[src/rtl/queue_mem_select_if.sv]
//------------------------------------------------------------------------------
// Module      : queue_mem_select_if
// Description : Slot-request / issue-output bundle of the issue-select stage.
// Revision    : 1.0 - initial release
//------------------------------------------------------------------------------
`default_nettype none

interface queue_mem_select_if #(
  parameter int SLOTS     = 8,
  parameter int WIDTH_O   = 23,
  parameter int WIDTH_REG = 5,
  parameter int WIDTH_BRM = 3
);
  logic [SLOTS-1:0]         i_request;
  logic [SLOTS*WIDTH_O-1:0] i_rslot;
  logic [SLOTS-1:0]         o_grant;
  logic [2**WIDTH_BRM-1:0]  i_brkill;
  logic                     o_valid;
  logic [WIDTH_O-1:0]       o_data;
  logic                     i_ready;
  logic [WIDTH_REG-1:0]     o_wdest;
  logic                     o_wdest_val;

  modport master (
    output i_request, i_rslot, i_brkill, i_ready,
    input  o_grant, o_valid, o_data, o_wdest, o_wdest_val
  );

  modport slave (
    input  i_request, i_rslot, i_brkill, i_ready,
    output o_grant, o_valid, o_data, o_wdest, o_wdest_val
  );
endinterface

`default_nettype wire

[src/rtl/queue_mem_select.sv]
//------------------------------------------------------------------------------
// Module      : queue_mem_select
// Description : Round-robin issue select with a killable valid/ready issue register.
// Revision    : 1.0 - initial release
//------------------------------------------------------------------------------
`default_nettype none

module queue_mem_select #(
  parameter int WIDTH_REG = 5,
  parameter int WIDTH_TAG = 3,
  parameter int WIDTH_BRM = 3,
  parameter int SLOTS     = 8,   // power of two, >= 2
  parameter int WIDTH_O   = WIDTH_BRM + WIDTH_TAG + 3*WIDTH_REG + 2
) (
  input wire                  i_clk,
  input wire                  i_rst_n,
  queue_mem_select_if.slave   bus
);

  localparam int c_PTR_W  = $clog2(SLOTS);
  localparam int c_RD_LSB = 2*WIDTH_REG + 2;

  logic                r_valid;
  logic [WIDTH_O-1:0]  r_data;
  logic [c_PTR_W-1:0]  r_ptr;

  logic [WIDTH_O-1:0]  w_slot [SLOTS];
  logic [SLOTS-1:0]    w_elig;
  logic                w_held_kill;
  logic                w_out_valid;
  logic                w_fire;
  logic                w_can_load;
  logic                w_found;
  logic                w_load;
  logic [c_PTR_W-1:0]  w_sel;
  logic [c_PTR_W-1:0]  w_idx;

  generate
    for (genvar k = 0; k < SLOTS; k++) begin : g_slot
      assign w_slot[k] = bus.i_rslot[k*WIDTH_O +: WIDTH_O];
      assign w_elig[k] = bus.i_request[k] &
                         ~bus.i_brkill[w_slot[k][WIDTH_O-1 -: WIDTH_BRM]];
    end
  endgenerate

  // A held op whose branch is killed is hidden at once so it can never be accepted.
  assign w_held_kill = r_valid & bus.i_brkill[r_data[WIDTH_O-1 -: WIDTH_BRM]];
  assign w_out_valid = r_valid & ~w_held_kill;
  assign w_fire      = w_out_valid & bus.i_ready;
  assign w_can_load  = ~w_out_valid | bus.i_ready;

  // Scan downward so the lowest offset from the pointer wins.
  always_comb begin
    w_found = 1'b0;
    w_sel   = r_ptr;
    w_idx   = r_ptr;
    for (int j = SLOTS-1; j >= 0; j--) begin
      w_idx = r_ptr + c_PTR_W'(j);
      if (w_elig[w_idx]) begin
        w_found = 1'b1;
        w_sel   = w_idx;
      end
    end
  end

  assign w_load = w_found & w_can_load & i_rst_n;

  always_ff @(posedge i_clk or negedge i_rst_n) begin
    if (!i_rst_n) begin
      r_valid <= 1'b0;
      r_data  <= '0;
      r_ptr   <= '0;
    end else if (w_load) begin
      r_valid <= 1'b1;
      r_data  <= w_slot[w_sel];
      r_ptr   <= w_sel + c_PTR_W'(1);
    end else if (w_fire | w_held_kill) begin
      r_valid <= 1'b0;
    end
  end

  assign bus.o_grant     = w_load ? ({{(SLOTS-1){1'b0}}, 1'b1} << w_sel) : '0;
  assign bus.o_valid     = w_out_valid;
  assign bus.o_data      = r_data;
  assign bus.o_wdest     = r_data[c_RD_LSB +: WIDTH_REG];
  assign bus.o_wdest_val = w_fire;

endmodule

`default_nettype wire

[src/flat_wrapper.sv]
// flat-port wrapper written by rule: the top's interface ports become plain ports
module queue_mem_select_flat 
#(
  parameter int WIDTH_REG = 5,
  parameter int WIDTH_TAG = 3,
  parameter int WIDTH_BRM = 3,
  parameter int SLOTS     = 8,                        
  parameter int WIDTH_O   = WIDTH_BRM + WIDTH_TAG + 3*WIDTH_REG + 2
)
  (i_clk, i_rst_n, bus_i_request, bus_i_rslot, bus_i_brkill, bus_i_ready, bus_o_grant, bus_o_valid, bus_o_data, bus_o_wdest, bus_o_wdest_val);
  queue_mem_select_if #(.SLOTS(SLOTS), .WIDTH_O(WIDTH_O), .WIDTH_REG(WIDTH_REG), .WIDTH_BRM(WIDTH_BRM)) bus_i ();
  input wire i_clk;
  input wire i_rst_n;
  input wire logic [$bits(bus_i.i_request)-1:0] bus_i_request;
  input wire logic [$bits(bus_i.i_rslot)-1:0] bus_i_rslot;
  input wire logic [$bits(bus_i.i_brkill)-1:0] bus_i_brkill;
  input wire logic [$bits(bus_i.i_ready)-1:0] bus_i_ready;
  output wire logic [$bits(bus_i.o_grant)-1:0] bus_o_grant;
  output wire logic [$bits(bus_i.o_valid)-1:0] bus_o_valid;
  output wire logic [$bits(bus_i.o_data)-1:0] bus_o_data;
  output wire logic [$bits(bus_i.o_wdest)-1:0] bus_o_wdest;
  output wire logic [$bits(bus_i.o_wdest_val)-1:0] bus_o_wdest_val;
  assign bus_i.i_request = bus_i_request;
  assign bus_i.i_rslot = bus_i_rslot;
  assign bus_i.i_brkill = bus_i_brkill;
  assign bus_i.i_ready = bus_i_ready;
  assign bus_o_grant = bus_i.o_grant;
  assign bus_o_valid = bus_i.o_valid;
  assign bus_o_data = bus_i.o_data;
  assign bus_o_wdest = bus_i.o_wdest;
  assign bus_o_wdest_val = bus_i.o_wdest_val;
  queue_mem_select #(.WIDTH_REG(WIDTH_REG), .WIDTH_TAG(WIDTH_TAG), .WIDTH_BRM(WIDTH_BRM), .SLOTS(SLOTS), .WIDTH_O(WIDTH_O)) u_core (.i_clk(i_clk), .i_rst_n(i_rst_n), .bus(bus_i));
endmodule
[config.mk]
export PLATFORM = sky130hd
export DESIGN_NAME = queue_mem_select_flat
export DESIGN_NICKNAME = d
export VERILOG_FILES = /design/src/rtl/queue_mem_select_if.sv /design/src/rtl/queue_mem_select.sv /design/src/flat_wrapper.sv
export SDC_FILE = /design/constraint.sdc
export NUM_CORES = 1
export LEC_CHECK = 0
export BUFFER_PORTS_ARGS = -buffer_cell sky130_fd_sc_hd__buf_4
export CORE_MARGIN = 5
export CORE_UTILIZATION = 49
export DETAILED_ROUTE_END_ITERATION = 16
export PLACE_DENSITY = 0.95
export SLEW_MARGIN = 5
export SYNTH_ARGS = -nofsm -noshare
export SYNTH_HDL_FRONTEND = slang
export SYNTH_SLANG_ARGS = --single-unit
export TNS_END_PERCENT = 10
[constraint.sdc]
create_clock -name i_clk -period 9.3 [get_ports i_clk]
set_input_delay 1.86 -clock i_clk [delete_from_list [all_inputs] [get_ports i_clk]]
set_output_delay 1.86 -clock i_clk [all_outputs]
set_load 0.02 [all_outputs]
==> run summary <==
- complete, no violations — result of the run
- 0.026 — clock network power share
- 3 — Inserted Clock Buffers
- 7470 ps — final period demand of the worst path
- 4.32 ps — worst clock skew on the final layout
- input port to output pin — type of the worst setup path
- 1830 ps — smallest setup slack after layout
- 0 — count of final hold-check violations
- 4628 — number of global-route vias before repair
- 0 — Post-CTS Setup Bufs
- 33 — Placement Rows
- 1.00 — fraction of registers with async set or reset after synthesis
- 4402 — total via count in the routed design
- 0.717 — Core Util, Final
- 5890 µm² — area of all placed cells without fillers
- 0 — GRT Residual Overflow
- 27 — clock tree sinks
- buf_4 -> mux4_1 -> mux2i_2 -> nand2_2 -> mux4_1 -> mux2_2 -> and3_1 -> a41o_1 -> nor3_4 -> buf_4 -> nor3b_1 -> buf_4 — Cell Chain, Critical Path
- dfrtp_1 — Primary FF master, synth
- 546 — syn_nets
- 24.9 µm — routed len/inst
- 0.911 — Routability Congestion
- 0.803 — portion of the clock cycle consumed by the worst path in the final layout
- 3690 ps — worst setup slack for register-to-register paths
- 5 — first-pass iteration count of the detailed router
- a41o_1 — critical-path cell with the highest stage delay
- 429 µV — Max VDD drop
- 0 — number of warnings issued by yosys
- 0.295 — worst slew margin relative to its limit
- 461 nW/µm² — ratio of total power to cell area
- 3 — worst path bufs/invs
- 0.876 — power share of the combinational group
- 1890 ps — pre-CTS setup slack
- output pin — critical path endpoint category
- multiplexers — delay-heaviest family, CP
- 16500 µm — total wire length after detailed routing
- 5840 µm² — placed standard-cell area
- 27 — number of storage elements in the synthesis netlist
- 0 — DRC Markers
- 0 — Detail Route Antenna Nets
- 0 ps — Fin Setup TNS
- false — unrepaired setup endpoints after global routing
- 241 — Ports
- 240 — IO Port Bufs
- 24400 µm — wire length of the first global-routing pass
- 36 — maximum number of pins on one net before global-route repair
- 70 — Netlist cell types
- 555 — Fill cells
- 0 — Max Transition Viols Final
- 134 MHz — f_max
- 12.2 µm² — per-instance average area after synthesis
- 393 — 1st-iter DRT viols
- 6.66 — vias per inst
- 5610 ps — arrival time at the worst endpoint
- 102 µm — die extent in x
- 0 — quantity of gates resized following cts
- 0.163 — fraction of the yosys area taken by sequential cells
- buf_4 — cell seen most often among critical-path stages
- 1.31 mW — Switching Power
- 2.67 nW — Lkg Pwr
- 100 ps — register clock-pin slew on the reported worst setup and hold paths
- 1060 ps — transition at the pin with the smallest max-transition slack
- 102 µm — die extent in y
- 763 — final net count
- built — TritonCTS clock tree
- 0.481 — switching portion of total power
- register to register — Tightest Hold Check Type
- 270 ps — insertion delay to the later sink of the worst-skew pair
- 0 — Post-synth EDFFs
- clkbuf_8 — library cell used as clock root buffer
- 1.41 mW — total internal power
- 10400 µm² — Die ar.
- input port — Critical Path Start Type
- 4130 µm² — Synth Cell Area
- 0 — number of antenna violations at the first check in global routing
- 32 — highest net fanout along the worst path
- 13600 µm — placed wire-length estimate
- 0 — number of antenna diodes
- 0.503 — initial core utilization
- 8220 µm² — placeable core region
- 42.5% — area growth from synthesis to final layout
- 0.099 — sequential cell fraction of total power
- 0.554 — share of cells above drive strength 1
- 0 — max-cap check violation count
- 0 — final setup violating endpoints
- 0.303 — combined global-route utilization of all metal layers
- 2 — buffer levels on the longest clock path
- 600 ps — delay of the slowest critical-path stage
- 0 — CTS Hold Bufs
- 2.72 mW — overall power of the completed layout
- 7440 ps — required time at the endpoint of the critical path
- 340 — gate count of the mapped netlist
- 1 — Clock H-tree levels
[state kept, by name, summed over array words and instances (netlist names)]
register and cells:
u_core.r_ptr 3, u_core.r_valid 1, u_core.bus.o_data 23
[Yosys cell counts, types with 4 or more instances]
cell | instances | area (µm²)
a221o_1 | 24 | 240
and2_1 | 28 | 175
and2_2 | 4 | 30.0
and3_1 | 4 | 25.0
buf_4 | 5 | 37.5
clkbuf_1 | 12 | 45.0
clkbuf_8 | 6 | 82.6
dfrtp_1 | 27 | 676
inv_1 | 5 | 18.8
mux2i_1 | 10 | 100
mux4_1 | 31 | 815
mux4_2 | 39 | 878
nand2_1 | 23 | 86.3
nand3_1 | 15 | 75.1
nand4_1 | 5 | 31.3
nor2_1 | 13 | 48.8
o211ai_1 | 4 | 30.0
o21ai_0 | 5 | 25.0
o221ai_1 | 4 | 35.0
xnor2_1 | 4 | 35.0
[worst paths after layout]
| check | from | end | depth (start not counted) |
|---|---|---|---|
| min in group asynchronous | i_rst_n | u_core.r_valid | 1 |
| max in group asynchronous | i_rst_n | u_core.bus.o_data[16] | 1 |
| max reg2reg | u_core.r_ptr[0] | u_core.bus.o_data[3] | 11 |
| max | bus_i_rslot[66] | bus_o_grant[2] | 12 |
| min | u_core.bus.o_data[18] | u_core.bus.o_data[18] | 2 |
| min reg2reg | u_core.bus.o_data[18] | u_core.bus.o_data[18] | 2 |
[power groups by stage]
stage | clock network (mW) | logic [mW] | registers (mW)
floorplan | 0 | 1.90 | 0.280
global placement | 0 | 2.30 | 0.263
detailed placement | 0 | 2.36 | 0.265
finish | 0.0695 | 2.38 | 0.269
global route | 0.0745 | 2.55 | 0.276
CTS | 0.0704 | 2.37 | 0.264
[cells in the final DEF, fill, tap and decap left out, drive strengths merged, types with 2 or more instances in the layout]
cell type / Yosys / final
a21oi: 2 / 2
dfrtp: 27 / 27
buf: 13 / 245
o21ai: 7 / 7
mux2i: 12 / 12
nand3: 15 / 15
o211ai: 5 / 5
inv: 6 / 6
o311ai: 2 / 2
clkinv: 1 / 2
nand2: 24 / 24
ha: 3 / 3
o221ai: 4 / 4
xnor2: 4 / 4
mux2: 3 / 3
a31oi: 3 / 3
nor4: 2 / 2
nor3b: 2 / 2
nor2: 16 / 16
nand4: 5 / 5
nor3: 3 / 3
mux4: 70 / 70
o22ai: 3 / 3
nand2b: 2 / 2
a221o: 24 / 24
clkbuf: 18 / 3
o2111ai: 2 / 2
and3: 4 / 4
and2: 33 / 33
a211o: 2 / 2
[cells by family (layout without fill, tap and decap cells)]
family,Yosys count,count (layout),synth area share
simple gates,112,112,0.150
mux,85,85,0.451
compound gates,68,68,0.146
buf+inv,40,256,0.0705
flops,27,27,0.163
xor+xnor,5,5,0.0106
fa+ha+maj,3,3,0.00908
[per-layer routing]
metal / GRT usage / wire, µm / vias to the layer above
li1: - / - / 1884
met1: 0.384 / 5810 / 2142
met2: 0.517 / 8220 / 329
met3: 0.0594 / 1790 / 47
met4: 0.112 / 627 / 0
met5: 0 / 0 / -
[worst min-delay path, stage by stage, from the launching register on]
cell     delay [ps]
dfrtp_1         350
and2_1          130
a221o_1         100
[area by class of cell]
cell class / instances / area [µm²] / share of cell area
well taps: 105 / 131 / 0.0223
clock buffers: 3 / 41.3 / 0.00701
repair buffers: 245 / 1840 / 0.312
flip-flops and latches: 27 / 676 / 0.115
inverters: 7 / 26.3 / 0.00446
clock inverters: 1 / 5.00 / 0.000850
multi-input cells: 273 / 3170 / 0.538
[through the flow]
stage | std cells | hold slack, ps
floorplan | 340 | 592
global placement | 657 | 570
detailed placement | 657 | 575
CTS | 661 | 612
global route | 661 | 642
finish | 661 | 610
Note: power is estimated with default switching activity, not from simulation.
